==> config.mk <==
export PLATFORM = sky130hd
export DESIGN_NAME = dmem_arbiter_flat
export DESIGN_NICKNAME = d
export VERILOG_FILES = /design/src/rtl/mem_pkg.sv /design/src/rtl/dmem_arbiter_if.sv /design/src/rtl/rr_arbiter2.sv /design/src/rtl/dmem_arbiter.sv /design/src/flat_wrapper.sv
export SDC_FILE = /design/constraint.sdc
export NUM_CORES = 1
export LEC_CHECK = 0
export ABC_AREA = 1
export CAP_MARGIN = 20
export CORE_MARGIN = 4
export CORE_UTILIZATION = 39
export CTS_CLUSTER_DIAMETER = 200
export DETAILED_ROUTE_END_ITERATION = 12
export PLACE_DENSITY = 0.81
export SYNTH_ARGS = -nofsm -noshare
export SYNTH_HDL_FRONTEND = slang
export SYNTH_SLANG_ARGS = --single-unit
==> constraint.sdc <==
create_clock -name clk -period 1.95 [get_ports clk]
set_input_delay 0.2925 -clock clk [delete_from_list [all_inputs] [get_ports clk]]
set_output_delay 0.2925 -clock clk [all_outputs]
set_load 0.01 [all_outputs]
==> src/rtl/mem_pkg.sv <==
// mem_pkg: shared types, access constants and decode helper for the data-memory arbiter
package mem_pkg;
  typedef enum logic [1:0] {IDLE, ACCESS, RESP} state_e;
  typedef enum logic [1:0] {ACC_ERR, ACC_SW, ACC_SB, ACC_LD} acc_e;
  localparam logic [2:0] FUNCT3_W = 3'b010;
  localparam logic [2:0] FUNCT3_BU = 3'b100;
  localparam logic [2:0] FUNCT3_B = 3'b000;
  localparam logic [31:0] ADDR_LIMIT_DEFAULT = 32'h0008_0000;
  function automatic acc_e decode(input logic we, input logic [2:0] f3, input logic [31:0] addr, input logic [31:0] limit);
    if (addr >= limit) return ACC_ERR;
    if (f3 == FUNCT3_W) return addr[1:0] != 2'b00 ? ACC_ERR : we ? ACC_SW : ACC_LD;
    if (we && f3 == FUNCT3_B) return ACC_SB;
    if (!we && f3 == FUNCT3_BU) return ACC_LD;
    return ACC_ERR;
  endfunction
endpackage

==> src/rtl/dmem_arbiter_if.sv <==
// dmem_arbiter_if: two-requester request/response bundle for the data-memory arbiter
interface dmem_arbiter_if;
  logic [1:0] req_valid;
  logic [1:0] req_ready;
  logic [1:0] req_we;
  logic [1:0][31:0] req_addr;
  logic [1:0][31:0] req_wdata;
  logic [1:0][2:0] req_funct3;
  logic [1:0] rsp_valid;
  logic [31:0] rsp_rdata;
  logic rsp_err;
  modport master(output req_valid, req_we, req_addr, req_wdata, req_funct3, input req_ready, rsp_valid, rsp_rdata, rsp_err);
  modport slave(input req_valid, req_we, req_addr, req_wdata, req_funct3, output req_ready, rsp_valid, rsp_rdata, rsp_err);
endinterface

==> src/rtl/rr_arbiter2.sv <==
// rr_arbiter2: two-way round-robin grant; ptr names the favoured requester when both are valid
module rr_arbiter2 (
  input  logic [1:0] valid,
  input  logic       ptr,
  output logic [1:0] grant
);
  assign grant[0] = valid[0] & (~ptr | ~valid[1]);
  assign grant[1] = valid[1] & (ptr | ~valid[0]);
endmodule

==> src/rtl/dmem_arbiter.sv <==
// dmem_arbiter: serialises two requesters onto one data memory, one access per three cycles
module dmem_arbiter import mem_pkg::*; #(
  parameter logic [31:0] ADDR_LIMIT = ADDR_LIMIT_DEFAULT
) (
  input  logic        clk,
  input  logic        rst_n,
  dmem_arbiter_if.slave bus,
  output logic [31:0] mem_address,
  output logic [31:0] mem_write_data,
  output logic        mem_w_write_enable,
  output logic        mem_b_write_enable,
  output logic        mem_read_enable,
  output logic [2:0]  mem_funct3,
  input  logic [31:0] mem_read_data
);
  state_e state, state_nx;
  logic ptr, win, act;
  logic [1:0] grant;
  logic [31:0] addr_q, wdata_q;
  logic we_q;
  logic [2:0] f3_q;
  acc_e acc;
  rr_arbiter2 u_rr (.valid(bus.req_valid), .ptr(ptr), .grant(grant));
  assign acc = decode(we_q, f3_q, addr_q, ADDR_LIMIT);
  always_ff @(posedge clk or negedge rst_n) begin
    if (!rst_n) begin
      state <= IDLE;
      ptr <= 1'b0;
      win <= 1'b0;
      addr_q <= '0;
      wdata_q <= '0;
      we_q <= 1'b0;
      f3_q <= '0;
      bus.rsp_rdata <= '0;
      bus.rsp_err <= 1'b0;
    end else begin
      state <= state_nx;
      if (state == IDLE && |grant) begin
        win <= grant[1];
        addr_q <= bus.req_addr[grant[1]];
        wdata_q <= bus.req_wdata[grant[1]];
        we_q <= bus.req_we[grant[1]];
        f3_q <= bus.req_funct3[grant[1]];
      end
      if (state == ACCESS) begin
        bus.rsp_rdata <= acc == ACC_LD ? mem_read_data : '0;
        bus.rsp_err <= acc == ACC_ERR;
      end
      if (state == RESP) ptr <= ~win;
    end
  end
  // req_ready is gated by rst_n so nothing is accepted while reset is held
  always_comb begin
    state_nx = state == IDLE ? (|bus.req_valid ? ACCESS : IDLE) : state == ACCESS ? RESP : IDLE;
    act = state == ACCESS;
    bus.req_ready = (state == IDLE && rst_n) ? grant : 2'b00;
    bus.rsp_valid = state == RESP ? (win ? 2'b10 : 2'b01) : 2'b00;
    mem_address = act ? addr_q : '0;
    mem_write_data = act ? wdata_q : '0;
    mem_funct3 = act ? f3_q : '0;
    mem_w_write_enable = act && acc == ACC_SW;
    mem_b_write_enable = act && acc == ACC_SB;
    mem_read_enable = act && acc == ACC_LD;
  end
endmodule

==> src/flat_wrapper.sv <==
// flat-port wrapper written by rule: the top's interface ports become plain ports
module dmem_arbiter_flat import mem_pkg::*;
#(
  parameter logic [31:0] ADDR_LIMIT = ADDR_LIMIT_DEFAULT
)
  (clk, rst_n, mem_address, mem_write_data, mem_w_write_enable, mem_b_write_enable, mem_read_enable, mem_funct3, mem_read_data, bus_req_valid, bus_req_we, bus_req_addr, bus_req_wdata, bus_req_funct3, bus_req_ready, bus_rsp_valid, bus_rsp_rdata, bus_rsp_err);
  dmem_arbiter_if bus_i ();
  input  logic clk;
  input  logic rst_n;
  output logic [31:0] mem_address;
  output logic [31:0] mem_write_data;
  output logic mem_w_write_enable;
  output logic mem_b_write_enable;
  output logic mem_read_enable;
  output logic [2:0] mem_funct3;
  input  logic [31:0] mem_read_data;
  input wire logic [$bits(bus_i.req_valid)-1:0] bus_req_valid;
  input wire logic [$bits(bus_i.req_we)-1:0] bus_req_we;
  input wire logic [$bits(bus_i.req_addr)-1:0] bus_req_addr;
  input wire logic [$bits(bus_i.req_wdata)-1:0] bus_req_wdata;
  input wire logic [$bits(bus_i.req_funct3)-1:0] bus_req_funct3;
  output wire logic [$bits(bus_i.req_ready)-1:0] bus_req_ready;
  output wire logic [$bits(bus_i.rsp_valid)-1:0] bus_rsp_valid;
  output wire logic [$bits(bus_i.rsp_rdata)-1:0] bus_rsp_rdata;
  output wire logic [$bits(bus_i.rsp_err)-1:0] bus_rsp_err;
  assign bus_i.req_valid = bus_req_valid;
  assign bus_i.req_we = bus_req_we;
  assign bus_i.req_addr = bus_req_addr;
  assign bus_i.req_wdata = bus_req_wdata;
  assign bus_i.req_funct3 = bus_req_funct3;
  assign bus_req_ready = bus_i.req_ready;
  assign bus_rsp_valid = bus_i.rsp_valid;
  assign bus_rsp_rdata = bus_i.rsp_rdata;
  assign bus_rsp_err = bus_i.rsp_err;
  dmem_arbiter #(.ADDR_LIMIT(ADDR_LIMIT)) u_core (.clk(clk), .rst_n(rst_n), .bus(bus_i), .mem_address(mem_address), .mem_write_data(mem_write_data), .mem_w_write_enable(mem_w_write_enable), .mem_b_write_enable(mem_b_write_enable), .mem_read_enable(mem_read_enable), .mem_funct3(mem_funct3), .mem_read_data(mem_read_data));
endmodule
; ---- Word-level counts from Yosys, hierarchy flattened
; Cells that the tools add are included.
[op_classes]
magnitude_cmp = 2
eq_ne = 7
muxes = 38
n_bitwise = 8
reduce_logical = 14
[op_table]
columns = op, count
row1 = 32-bit two-way mux, 7
row2 = "32-bit by 20-bit >= comparator with 1-bit output, second input constant", 1
row3 = 2-bit two-way mux, 15
row4 = 1-bit two-way mux, 13
row5 = 3-bit two-way mux, 3
row6 = 1-bit logical AND, 7
row7 = "2-bit == test, second input constant", 3
row8 = "2-bit by 1-bit == test with 1-bit output, second input constant", 2
row9 = 2-bit zero test, 2
row10 = 1-bit NOT, 4
row11 = 2-bit OR reduction, 2
row12 = "3-bit by 2-bit == test with 1-bit output, second input constant", 1
row13 = "3-bit == test, second input constant", 1
row14 = 3-bit zero test, 1
row15 = 1-bit bitwise AND, 2
row16 = "1-bit by 2-bit < comparator with 1-bit output, second input constant", 1
row17 = 1-bit bitwise OR, 2
row18 = 2-bit nonzero test, 1
row19 = 1-bit zero test, 1
[totals]
regBits = 105
in_bits = 172
out_inout_bits = 107
elab_cells = 78

; ---- Longest topological paths before layout
; Gate-level depths: netlist of the first run.
[depth]
depth_word = 14
mapped_depth = 9
ltp_nobuf = 8

; ---- Hierarchy
; A second synthesis of the first run with hierarchy kept.
[hier_totals]
hier_cells = 717
hier_area_um2 = 5486.5
[by_module_without_submodules]
columns = mod, instances, cells_each, area_per_inst_um2, seq_area_each_um2
row1 = dmem_arbiter, 1, 712, 5466.5, 2627.5
row2 = rr_arbiter2, 1, 5, 20.0, 0.0

; ---- Least setup slack after synthesis of the first run
; Ideal clock, no wire load.
[synth_timing]
path_kind = reg-to-output
startpoint = register u_core.f3_q[2]
endpoint = output mem_w_write_enable
t_arrival_ps = 1250
required_time_ps = 1657
slack_ps = 407
path_stages_with_launch = 9
n_path_buf = 1
cell_sequence = dfrtp_1 inv_2 nor2_2 nand2_1 nand3_1 nand2_1 nor2_4 buf_2 nor3_1
[synth_between]
elab_chain_cells = 12
elab_cells_between_ends = 23
cone_classes = 3 x eq/ne / 16 x mux / 4 x reduce/logical
[synth_lines]
columns = element, line_no
row1 = from (decl), dmem_arbiter.sv:21  ; logic [2:0] f3_q;
row2 = from (signal assigned), dmem_arbiter.sv:43  ; f3_q <= bus.req_funct3[grant[1]];
row3 = 3-bit == test, mem_pkg.sv:13  ; if (!we && f3 == FUNCT3_BU) return ACC_LD;
row4 = 1-bit logical AND, mem_pkg.sv:13
row5 = 1-bit two-way mux (2 in a row), mem_pkg.sv:13
row6 = 1-bit two-way mux, mem_pkg.sv:12  ; if (we && f3 == FUNCT3_B) return ACC_SB;
row7 = 1-bit two-way mux, mem_pkg.sv:11  ; if (f3 == FUNCT3_W) return addr[1:0] != 2'b00 ? ACC_ERR : we ? ACC_SW : ACC_LD;
row8 = 2-bit two-way mux, mem_pkg.sv:14  ; return ACC_ERR;
row9 = 2-bit two-way mux, mem_pkg.sv:13
row10 = 2-bit two-way mux *, mem_pkg.sv:12
row11 = 2-bit two-way mux *, mem_pkg.sv:11
row12 = 2-bit by 1-bit == test with 1-bit output *, dmem_arbiter.sv:61  ; mem_w_write_enable = act && acc == ACC_SW;
row13 = 1-bit logical AND *, dmem_arbiter.sv:61
row14 = to (decl), flat_wrapper.sv:12  ; output logic mem_w_write_enable;
; Every way passes the cells marked *; elsewhere a longest branch is shown, timed or not. The select of a mux whose other input is x is not followed.

; ---- Worst setup path after layout of the first run
[layout_timing]
startpoint = register u_core.f3_q[0]
endpoint = output mem_read_enable
[layout_between]
elab_chain_cells = 12
elab_cells_between_ends = 23
cone_classes = 3 x eq/ne / 16 x mux / 4 x reduce/logical
[layout_lines]
columns = element, line_no
row1 = 3-bit == test, mem_pkg.sv:13
row2 = 1-bit logical AND, mem_pkg.sv:13
row3 = 1-bit two-way mux (2 in a row), mem_pkg.sv:13
row4 = 1-bit two-way mux, mem_pkg.sv:12
row5 = 1-bit two-way mux, mem_pkg.sv:11
row6 = 2-bit two-way mux, mem_pkg.sv:14
row7 = 2-bit two-way mux, mem_pkg.sv:13
row8 = 2-bit two-way mux *, mem_pkg.sv:12
row9 = 2-bit two-way mux *, mem_pkg.sv:11
row10 = 2-bit == test *, dmem_arbiter.sv:63  ; mem_read_enable = act && acc == ACC_LD;
row11 = 1-bit logical AND *, dmem_arbiter.sv:63
row12 = to (decl), flat_wrapper.sv:14  ; output logic mem_read_enable;
; Marks and branches as above.

==> metrics.md, run 1 <==
| Metric | Value |
|---|---|
| Fin. Hold Viols | `0` |
| Post-placement cell count | `roughly 1.1k` |
| GR Util All Layers | `about a quarter` |
| Switching Power | `a little over 4000 µW` |
| Input/output buffers | `roughly 280` |
| Via Count | `approximately 5.4k` |
| Post-route antenna net violation count | `0` |
| Min Tclk post-route | `1.98 ns` |
| Initial cell density of the core | `between 40% and 50%` |
| DIE WIDTH | `122 µm` |
| Worst path cell trace | `nor2_2 > nand2_1 > nand2_2 > nand2_2 > nor4_2 > buf_4 > clkbuf_2` |
| Synth Cell Area | `slightly above 5000 µm²` |
| R2R depth | `10` |
| Die area | `15,000 µm²` |
| Status | `finished, violations left` |
| Share of cells above drive strength 1 | `13.4%` |
| Cell area power density | `between 1000 and 1500 nW/µm²` |
| Vias in the first global route | `5,374` |
| Relative slew slack | `59.5%` |
| Worst-Skew Late Latency | `around 0.35 ns` |
| CTS root buf | `clkbuf_16` |
| Violated checks | `setup timing` |
| CTS Sinks | `approximately 110` |
| RSZ-0062 raised after global routing | `true` |
| Switching part of the total | `between 30% and 40%` |
| Final worst slack | `-0.0295 ns` |
| Clock Power Share | `16.9%` |
| Synth-to-Final Area Change | `65.9%` |
| Seq/Total Area, Yosys | `51.6%` |
| Initial antenna violation count | `0` |
| Worst path slowest cell | `dfrtp_1` |
| #FFs+latches synth | `~110` |
| Final Setup Violations | `2` |
| Row count | `41` |
| First drt pass iteration count | `5` |
| Diodes inserted | `0` |
| Crit Path Class | `register to output pin` |
| Post-layout util | `around two thirds` |
| Post-DP Area | `8190 µm²` |
| CTS tree | `built` |
| Crit path largest cell delay | `0.43 ns` |
| Core area | `12,700 µm²` |
| Crit path DAT | `about 1.7 ns` |
| Mapped Cells | `around 640` |
| Most used cell, CP | `nand2_2` |
| Total gr overflow | `0` |
| Setup crit end | `mem_read_enable` |
| Slew Viols, Final | `0` |
| WL per Instance | `between 15 and 20 µm` |
| Synth unique cells | `22` |
| Gpl congestion | `0.851` |
| Highest achievable clock rate | `slightly above 0.5 GHz` |
| Max cap viols | `0` |
| Avg Cell Area, Syn | `about 7.9 µm²` |
| Worst hold slack | `0.0249 ns` |
| Post-route insts no fill | `between 1k and 1.5k` |
| Initial DRC count | `around 450` |
| CTS clk-pin slew, worst paths | `0.06 ns` |
| Reg area | `between 2000 and 3000 µm²` |
| Commonest cells after routing, fill and taps aside | `clkdlybuf4s50_1 (203), nor2_1 (142), dfrtp_1 (105)` |
| Internal | `slightly above 6000 µW` |
| Worst flop-to-flop path endpoint | `u_core.bus.rsp_rdata[0]$_DFFE_PN0N_` |
| Reg2Reg Setup Slack | `between 0.2 and 0.25 ns` |
| Nets | `between 1k and 1.5k` |
| Chip height | `~120 µm` |
| Worst hold path type | `input port to asynchronous set/reset pin` |
| Via density | `~5` |
| Most common cell after layout, fill and taps aside | `clkdlybuf4s50_1` |
| Largest net degree at the start of global routing | `around 110` |
| RR Startpoint | `u_core.addr_q[29]$_DFFE_PN0P_` |
| Worst Path Max Fanout | `3` |
| Number of H-tree levels | `3` |
| Comb pwr share | `approximately 51%` |
| Fillers | `approximately 1.1k` |
| First-pass GRT wire length | `roughly 27 mm` |
| # IOs | `279` |
| Worst setup SP type | `register` |
| Worst slew pin tran | `0.608 ns` |
| Sequential share of power | `around a third` |
| Crit path from | `u_core.f3_q[0]$_DFFE_PN0P_` |
| Data required, critical path | `around 1.7 ns` |
| DP HPWL | `around 13 mm` |
| Synth Warn # | `0` |
| Period utilization | `102%` |
| Total power draw | `slightly above 10,000 µW` |
| Syn nets | `~820` |
| Max Root-Sink Buffers | `2` |
| Crit end category | `output pin` |
| VDD IR max | `roughly 0.74 mV` |
| Clock Skews | `0.00855 ns` |
| Final non-filler cell area | `about 8500 µm²` |
| Multi-input logic area | `just over 2000 µm²` |
| Pleak | `~0.0040 µW` |
| DRT Wirelength | `approximately 18 mm` |
| # DRC | `0` |
| Total CTS buffers | `9` |
how the worst min path moves through the flow:
stage,from,to,slack [ns],depth (start not counted)
final,rst_n,u_core.addr_q[3]$_DFFE_PN0P_,0.02,2
after floorplan,rst_n,u_core.addr_q[0]$_DFFE_PN0P_,-0.003,0
after global routing,rst_n,u_core.addr_q[3]$_DFFE_PN0P_,0.11,2
after CTS,rst_n,u_core.addr_q[3]$_DFFE_PN0P_,0.09,2
after global placement,rst_n,u_core.addr_q[5]$_DFFE_PN0P_,0.46,2
after detailed placement,rst_n,u_core.addr_q[5]$_DFFE_PN0P_,0.47,2
flip-flops by register name (all words and copies together), names as in the netlist:
register and flops:
u_core.addr_q 32, u_core.bus.rsp_err 1, u_core.bus.rsp_rdata 32, u_core.f3_q 3, u_core.ptr 1, u_core.state 2
u_core.wdata_q 32, u_core.we_q 1, u_core.win 1
kinds of logic (layout without fill, tap and decap cells):
group | count (synthesis) | after routing | synth area share [%]
DFF | 105 | 105 | 51.6
buffers and inverters | 120 | 403 | 9.72
AOI/OAI and AO/OA | 140 | 140 | 15.4
and+or+nand+nor | 279 | 279 | 23.3
cell usage after synthesis:
library cell	instances	area [µm²]
inv_2	1	3.75
nor2_2	3	18.8
nor2_1	149	559
o22ai_1	68	425
o21ai_0	71	355
nand3_2	10	100
nand4_1	1	6.26
nor4_1	1	6.26
buf_6	3	33.8
nand2_2	3	18.8
nor2_4	1	11.3
nor3_4	1	16.3
inv_1	73	274
buf_2	12	60.1
buf_1	4	15.0
buf_4	2	15.0
nand3_1	27	135
o21ai_1	1	5.00
nor3_1	2	10.0
nand2_1	81	304
dfrtp_1	105	2630
clkbuf_1	25	93.8
critical path, delay by kind of cell, from the launching register on:
kind	cells	cell delay [ns]
flops	1	0.43
simple gates	5	0.63
buf+inv	2	0.29
metrics by stage:
stage,setup slack (ns),TNS (ns)
after global routing,-0.176,-2.28
after detailed placement,-0.173,-0.445
final,-0.0295,-0.0551
after CTS,-0.243,-0.472
after global placement,-0.124,-0.280
after floorplan,0.407,0
power by group through the flow:
stage               combinational [µW]  clock [µW]  sequential, µW
floorplan                         2880           0            3210
global placement                  5300           0            3240
detailed placement                5370           0            3280
CTS                               5210        1770            3240
global route                      5810        1860            3330
finish                            5260        1730            3260
layer usage:
metal / track usage (%) / routed length [µm] / vias to the layer above
li1: - / - / 2637
met1: 26.1 / 6760 / 2556
met2: 41.4 / 8820 / 232
met3: 9.08 / 1830 / 23
met4: 6.09 / 337 / 0
met5: 0 / 0 / -
timing repair:
action	CTS	global route
setup buffers	3	3
gates cloned	1	0
gates resized for setup	142	47
pin swaps	5	4
hold buffers	0	0
endpoints found under the setup margin	74	103
area by class of cell:
| type | instances | area share, % |
|---|---|---|
| clock inverter | 2 | 0.148 |
| clock buffer | 14 | 3.12 |
| multi-input combinational | 419 | 24.0 |
| timing repair buffer | 313 | 35.8 |
| sequential | 105 | 31.1 |
| tap | 172 | 2.55 |
| inverter | 74 | 3.33 |
Note: power is estimated with default switching activity, not from simulation.
==> inputs of run 2 (changes only) <==
--- a/config.mk
+++ b/config.mk
@@ -5,10 +5,10 @@
 export SDC_FILE = /design/constraint.sdc
 export NUM_CORES = 1
 export LEC_CHECK = 0
-export ABC_AREA = 1
+export ABC_AREA = 0
 export CAP_MARGIN = 20
-export CORE_MARGIN = 4
-export CORE_UTILIZATION = 39
+export CORE_MARGIN = 8
+export CORE_UTILIZATION = 41
 export CTS_CLUSTER_DIAMETER = 200
 export DETAILED_ROUTE_END_ITERATION = 12
 export PLACE_DENSITY = 0.81
==> run 2 against run 1 <==
  * The flow still finishes with violations (setup timing)
  * Synthesized cell count grew 1.2%
  * Critical path depth decreased by 2
  * Flip-flop and latch count unchanged
  * Largest cell class unchanged
==> metrics.md, run 2 <==
| Metric | Value |
|---|---|
| RR Startpoint | `u_core.addr_q[30]$_DFFE_PN0P_` |
| Crit end category | `output pin` |
| Total gr overflow | `0 (unchanged)` |
| # IOs | `279 (unchanged)` |
| Count leader, synth | `dfrtp_1` |
| Post-synth EDFFs | `0 (unchanged)` |
| Initial DRC count | `422 (-5.8%)` |
| Top post-synthesis cells by area | `dfrtp_1 (46%), nand3b_1 (8.9%), a31oi_1 (7.4%), and2_1 (7.4%), a21oi_1 (6.0%)` |
| First drt pass iteration count | `5 (unchanged)` |
| Period utilization | `102% (+0.37 points)` |
| VDD IR max | `0.612 mV (-18%)` |
| Fin. Hold Viols | `0 (unchanged)` |
| Max cap viols | `0 (unchanged)` |
| CTS root buf | `clkbuf_16` |
| Fillers | `1,153 (+7.9%)` |
| Cell taking the most area after synthesis | `dfrtp_1` |
| Worst slew pin tran | `0.634 ns (+0.0257 ns)` |
| WL per Instance | `20.1 µm (+24%)` |
| Chip height | `135 µm (+10%)` |
| DIE WIDTH | `135 µm (+10%)` |
| Pleak | `0.00402 µW (-0.38%)` |
| Worst hold path type | `input port to asynchronous set/reset pin` |
| Post-route antenna net violation count | `0 (unchanged)` |
| Gpl congestion | `0.812 (-4.5%)` |
| DP HPWL | `15.5 mm (+20%)` |
| Violated checks | `setup timing` |
| Slew Viols, Final | `0 (unchanged)` |
| Crit path DAT | `1.69 ns (about the same)` |
| Post-synthesis async set-or-reset flop share | `100% (unchanged)` |
| Crit Path Class | `register to output pin` |
| Initial cell density of the core | `41.6% (+1.6 points)` |
| First-pass GRT wire length | `33.9 mm (+25%)` |
| Highest achievable clock rate | `0.503 GHz (-0.37%)` |
| Final Setup Violations | `1 (-1)` |
| DRT Wirelength | `22.3 mm (+26%)` |
| Syn nets | `824 (+0.98%)` |
| Avg Cell Area, Syn | `8.83 µm² (+12%)` |
| Synth unique cells | `33 (+50%)` |
| Worst hold slack | `0.382 ns (+0.358 ns)` |
| Die area | `18,100 µm² (+21%)` |
| Via Count | `6,097 (+12%)` |
| Vias in the first global route | `6,165 (+15%)` |
| Worst Path Max Fanout | `3 (unchanged)` |
| Worst-Skew Late Latency | `0.35 ns (about the same)` |
| CTS clk-pin slew, worst paths | `0.07 ns (about the same)` |
| Input/output buffers | `278 (unchanged)` |
| CTS Sinks | `105 (unchanged)` |
| Top flop regs | `u_core.addr_q (32), u_core.bus.rsp_rdata (32), u_core.wdata_q (32)` |
| #FFs+latches synth | `105 (unchanged)` |
| Initial antenna violation count | `2 (+2)` |
| Max Root-Sink Buffers | `2 (unchanged)` |
| Synth Warn # | `0 (unchanged)` |
| Via density | `5.49 (+11%)` |
| Relative slew slack | `57.7% (-1.7 points)` |
| Total CTS buffers | `9 (unchanged)` |
| Post-Place Setup Slack | `-0.246 ns (-0.0729 ns)` |
| Core area | `13,800 µm² (+8.7%)` |
| Status | `finished, violations left` |
| Synth Flop Type | `dfrtp_1` |
| Synth Cell Area | `5760 µm² (+13%)` |
| Row count | `43 (+4.9%)` |
| CTS tree | `built` |
| Mapped Cells | `652 (+1.2%)` |
| Most common cell after layout, fill and taps aside | `clkdlybuf4s50_1` |
| Min Tclk post-route | `1.99 ns (+0.00729 ns)` |
| Data required, critical path | `1.66 ns (about the same)` |
| Final worst slack | `-0.0368 ns (-0.00729 ns)` |
| Setup Total Neg Slack | `-0.0368 ns (+0.0184 ns)` |
| Cell area power density | `1170 nW/µm² (-3.2%)` |
| Post-synth top cells | `dfrtp_1 (105), a21oi_1 (69)` |
| Total power draw | `10,900 µW (+6.3%)` |
| Synth-to-Final Area Change | `61.1%` |
| Share of cells above drive strength 1 | `17.9% (+4.5 points)` |
| Commonest cells after routing, fill and taps aside | `clkdlybuf4s50_1 (202), dfrtp_1 (105), a21oi_1 (69)` |
| Worst setup SP type | `register` |
| RSZ-0062 raised after global routing | `true` |
| Number of H-tree levels | `3 (unchanged)` |
| Share of the synthesized area in the top cell type | `45.6% (-5.9 points)` |
| Seq/Total Area, Yosys | `45.6% (-5.9 points)` |
| Clock Skews | `0.00979 ns (+0.00124 ns)` |
| GR Util All Layers | `23.6% (+0.32 points)` |
| # DRC | `0 (unchanged)` |
| Crit path from | `u_core.addr_q[19]$_DFFE_PN0P_` |
| Nets | `1,095 (+0.091%)` |
| Largest net degree at the start of global routing | `105 (-0.94%)` |
==> run 2: cell count changes in the layout (fill, tap and decap cells not counted), sizes merged, moves of 36 or more <==
cell    previous run  this run
nor2             153         7
a21oi              0        69
a31oi              0        68
and2               0        68
nand3b             0        68
o22ai             68         0
nand2             84        34
inv               73        35
nand3             37         1
==> run 2: path summary, 6_finish.rpt <==
| path | to | slack, ns | cells past startpoint |
|---|---|---|---|
| setup / recovery | mem_b_write_enable | -0.04 | 5 |
| max in group asynchronous | u_core.addr_q[7]$_DFFE_PN0P_ | 0.83 | 3 |
| min in group clk | u_core.f3_q[0]$_DFFE_PN0P_ | 0.39 | 3 |
| setup reg to reg | u_core.bus.rsp_rdata[10]$_DFFE_PN0N_ | 0.08 | 5 |
| hold / removal | u_core.wdata_q[0]$_DFFE_PN0P_ | 0.38 | 2 |
| hold reg to reg | u_core.bus.rsp_rdata[29]$_DFFE_PN0N_ | 0.48 | 2 |
==> run 2: timing repair <==
item,CTS,global route
gates cloned,2,2
hold buffers,1,0
gates resized for setup,179,68
setup endpoints to repair,74,71
pin swaps,4,6
endpoints found under the hold margin,1,0
buffers inserted,5,4
==> run 2: layout make-up <==
type,count,area (µm²),share of cell area (%)
clock inverters,4,27.5,0.297
diodes,2,5.00,0.0539
clock buffers,12,256,2.76
repair buffers,334,3070,33.1
well taps,180,225,2.43
inverters,35,136,1.47
multi-input cells,438,2930,31.6
flip-flops and latches,105,2630,28.3
==> run 2: cell families after synthesis <==
family / Yosys count / share of synthesized area, %
compound gates: 241 / 25.0
mux: 1 / 0.196
xor+xnor: 1 / 0.152
buf+inv: 109 / 7.76
simple gates: 195 / 21.3
flops: 105 / 45.6
==> run 2: critical path, cell delays in order (launching register included) <==
cell and delay [ns]:
dfrtp_1 0.40, nor4_2 0.30, o211ai_2 0.20, buf_4 0.19, nor3_4 0.14, buf_6 0.13
==> run 2: metal layers <==
| metal | routed length [µm] | global-route usage [%] | vias up |
|---|---|---|---|
| met5 | 0 | 0 | - |
| met4 | 537 | 8.17 | 0 |
| met3 | 1990 | 7.32 | 30 |
| met2 | 10900 | 39.5 | 243 |
| met1 | 8820 | 28.1 | 2938 |
| li1 | - | - | 2886 |
==> run 2: per-stage QoR <==
stage | cells | area (µm²) | util (%)
after floorplan | 652 | 5760 | -
after global placement | 1079 | 8870 | 64.1
after detailed placement | 1079 | 8870 | 64.1
after CTS | 1103 | 9190 | 66.4
after global routing | 1110 | 9280 | 67.1
final | 1110 | 9280 | 67.1
==> run 2: report_power, final <==
group	switching, µW	internal [µW]	total [µW]
sequential	477	2950	3420
combinational	3030	2660	5700
clock	822	938	1760
total	4330	6550	10900
==> inputs of run 3 (changes only) <==
--- a/config.mk
+++ b/config.mk
@@ -5,10 +5,10 @@
 export SDC_FILE = /design/constraint.sdc
 export NUM_CORES = 1
 export LEC_CHECK = 0
-export ABC_AREA = 0
+export ABC_AREA = 1
 export CAP_MARGIN = 20
 export CORE_MARGIN = 8
-export CORE_UTILIZATION = 41
+export CORE_UTILIZATION = 39
 export CTS_CLUSTER_DIAMETER = 200
 export DETAILED_ROUTE_END_ITERATION = 12
 export PLACE_DENSITY = 0.81
==> run 3 against run 2 <==
  * The run still ends with setup timing left
  * Non-clock buffer count decreased by 28
  * First-iteration DRC count decreased by 18%
  * Sequential share of layout area increased by 3.5 points
  * Utilization decreased by 1.9 points
  * Worst hold slack got worse by 0.31 ns
  * Routed wire length decreased by 16%
  * Clock-buffer cell count decreased by 3
  * Via count decreased by 12%
  * Combinational power decreased by 12%
  * Sequential power decreased by 4%
  * Flip-flop and latch count unchanged
  * Die area decreased by 6.2%
==> metrics.md, run 3 (same netlist as run 1, synthesis figures left out) <==
| Metric | Value |
|---|---|
| GR Util All Layers | `21.6% (-2.0 points)` |
| CTS tree | `built` |
| Number of H-tree levels | `3 (unchanged)` |
| Violated checks | `setup timing` |
| Crit path largest cell delay | `0.46 ns (+0.06 ns)` |
| Crit path DAT | `1.66 ns (-0.03 ns)` |
| Synth-to-Final Area Change | `62.1%` |
| CTS root buf | `clkbuf_16` |
| Via Count | `5,383 (-12%)` |
| Final non-filler cell area | `8260 µm² (-11%)` |
| RSZ-0062 raised after global routing | `true` |
| Worst hold path type | `input port to asynchronous set/reset pin` |
| Core area | `12,700 µm² (-8.4%)` |
| Crit end category | `output pin` |
| Worst path cell trace | `nor2_2 > nand3_1 > nand3_1 > nand2_2 > buf_4 > nor2_4 > nor3_2 > buf_2` |
| Post-route antenna net violation count | `0 (unchanged)` |
| Gpl congestion | `0.787 (-3.0%)` |
| Final Setup Violations | `1 (unchanged)` |
| Input/output buffers | `278 (unchanged)` |
| Diodes inserted | `0 (-2)` |
| Total CTS buffers | `9 (unchanged)` |
| Top flop regs | `u_core.addr_q (32), u_core.bus.rsp_rdata (32), u_core.wdata_q (32)` |
| Row count | `41 (-4.7%)` |
| Initial DRC count | `345 (-18%)` |
| Cell area power density | `1230 nW/µm² (+4.7%)` |
| Clock Skews | `0.00864 ns (-0.00115 ns)` |
| Initial cell density of the core | `40.2% (-1.4 points)` |
| Most used cell, CP | `nand3_1` |
| WL per Instance | `17.1 µm (-15%)` |
| Largest net degree at the start of global routing | `106 (+0.95%)` |
| Pleak | `0.00389 µW (-3.3%)` |
| Nets | `1,087 (-0.73%)` |
| Worst path slowest cell | `dfrtp_1` |
| RR Startpoint | `u_core.f3_q[1]$_DFFE_PN0P_` |
| Fin. Hold Viols | `0 (unchanged)` |
| Worst-Skew Late Latency | `0.35 ns (about the same)` |
| CTS clk-pin slew, worst paths | `0.07 ns (about the same)` |
| Crit Path Class | `register to output pin` |
| First drt pass iteration count | `4 (-1)` |
| Highest achievable clock rate | `0.512 GHz (+1.8%)` |
| Reg2Reg Setup Slack | `0.14 ns (+0.06 ns)` |
| Max Root-Sink Buffers | `2 (unchanged)` |
| Vias in the first global route | `5,463 (-11%)` |
| Cts hold-fix bufs | `0 (-1)` |
| Data required, critical path | `1.66 ns (about the same)` |
| DIE WIDTH | `130 µm (-3.1%)` |
| VDD IR max | `0.679 mV (+11%)` |
| Min Tclk post-route | `1.95 ns (-0.0348 ns)` |
| First-pass GRT wire length | `28.5 mm (-16%)` |
| Post-DP Area | `8140 µm² (-8.2%)` |
| Worst Path Max Fanout | `5 (+2)` |
| CTS Sinks | `105 (unchanged)` |
| Period utilization | `100% (-1.8 points)` |
| Share of cells above drive strength 1 | `14.9% (-3.0 points)` |
| Worst hold slack | `0.0733 ns (-0.309 ns)` |
| Die area | `17,000 µm² (-6.2%)` |
| Worst setup SP type | `register` |
| Total gr overflow | `0 (unchanged)` |
| Final worst slack | `-0.00191 ns (+0.0348 ns)` |
| DP HPWL | `13.8 mm (-10%)` |
| Status | `finished, violations left` |
| Most common cell after layout, fill and taps aside | `clkdlybuf4s50_1` |
| Commonest cells after routing, fill and taps aside | `clkdlybuf4s50_1 (203), nor2_1 (146), dfrtp_1 (104)` |
| Relative slew slack | `62.2% (+4.5 points)` |
| R2R depth | `9 (+4)` |
| Post-route insts no fill | `1,092 (-1.6%)` |
| DRT Wirelength | `18.7 mm (-16%)` |
| # DRC | `0 (unchanged)` |
| Slew Viols, Final | `0 (unchanged)` |
| Post-layout util | `65.2% (-1.9 points)` |
| Initial antenna violation count | `0 (-2)` |
| Setup Total Neg Slack | `-0.00191 ns (+0.0348 ns)` |
| Chip height | `130 µm (-3.1%)` |
| Worst slew pin tran | `0.566 ns (-0.0676 ns)` |
| Max cap viols | `0 (unchanged)` |
| # IOs | `279 (unchanged)` |
| Via density | `4.93 (-10%)` |
| Post-placement cell count | `1,075 (-0.37%)` |
| Worst flop-to-flop path endpoint | `u_core.bus.rsp_rdata[0]$_DFFE_PN0N_` |
==> run 3: changes by cell type in the layout (fill, tap and decap cells not counted), sizes merged, moves of 38 or more <==
cell    before  now
a21oi       69    0
and2        68    0
nand2       34   84
nand3b      68    0
a31oi       68    0
buf         78   32
nor2         7  153
o22ai        0   68
inv         35   73
==> run 3: worst max path at each step <==
stage                                              from            endpoint  slack (ns)
final                        u_core.f3_q[1]$_DFFE_PN0P_  mem_w_write_enable      -0.002
after CTS                     u_core.state[1]$_DFF_PN0_  mem_write_data[17]      -0.007
after floorplan              u_core.f3_q[2]$_DFFE_PN0P_  mem_w_write_enable        0.41
after global placement    u_core.addr_q[25]$_DFFE_PN0P_  mem_b_write_enable       -0.09
after detailed placement  u_core.addr_q[26]$_DFFE_PN0P_     mem_read_enable       -0.12
after global routing         u_core.f3_q[1]$_DFFE_PN0P_  mem_w_write_enable       -0.09
==> run 3: area by class of cell <==
type	instances	area, µm²
clock buffer	9	225
clock inverter	7	78.8
fill	1085	4410
inverter	74	284
multi-input combinational	419	2030
sequential	105	2630
tap	172	215
timing repair buffer	306	2790
==> run 3: critical path, delay by kind of cell (launching register included) <==
kind | cells | cell delay [ns]
DFF | 1 | 0.46
buffers and inverters | 2 | 0.30
and+or+nand+nor | 6 | 0.57
==> run 3: stage by stage <==
| stage | total power [µW] | setup WS (ns) |
|---|---|---|
| global route | 10900 | -0.0926 |
| floorplan | 6090 | 0.407 |
| global placement | 8480 | -0.0871 |
| finish | 10100 | -0.00191 |
| detailed placement | 8560 | -0.121 |
| CTS | 10100 | -0.00655 |
==> run 3: repair_timing <==
action,CTS,global route
gates resized for setup,96,135
setup buffers,0,1
setup endpoints to repair,74,57
pin swaps,0,4
==> run 3: power by group <==
group / leakage [µW] / switching, µW / internal, µW / total (µW)
registers: 0.00133 / 315 / 2950 / 3270
logic: 0.00242 / 2960 / 2060 / 5020
clock network: 0.000138 / 851 / 1010 / 1860
total: 0.00389 / 4130 / 6020 / 10100
==> run 3: routing by layer <==
metal | up-vias | global-route usage (%) | wire length [µm]
li1 | 2630 | - | -
met1 | 2501 | 25.3 | 7180
met2 | 225 | 35.9 | 8940
met3 | 27 | 7.38 | 2090
met4 | 0 | 8.40 | 445
met5 | - | 0 | 0
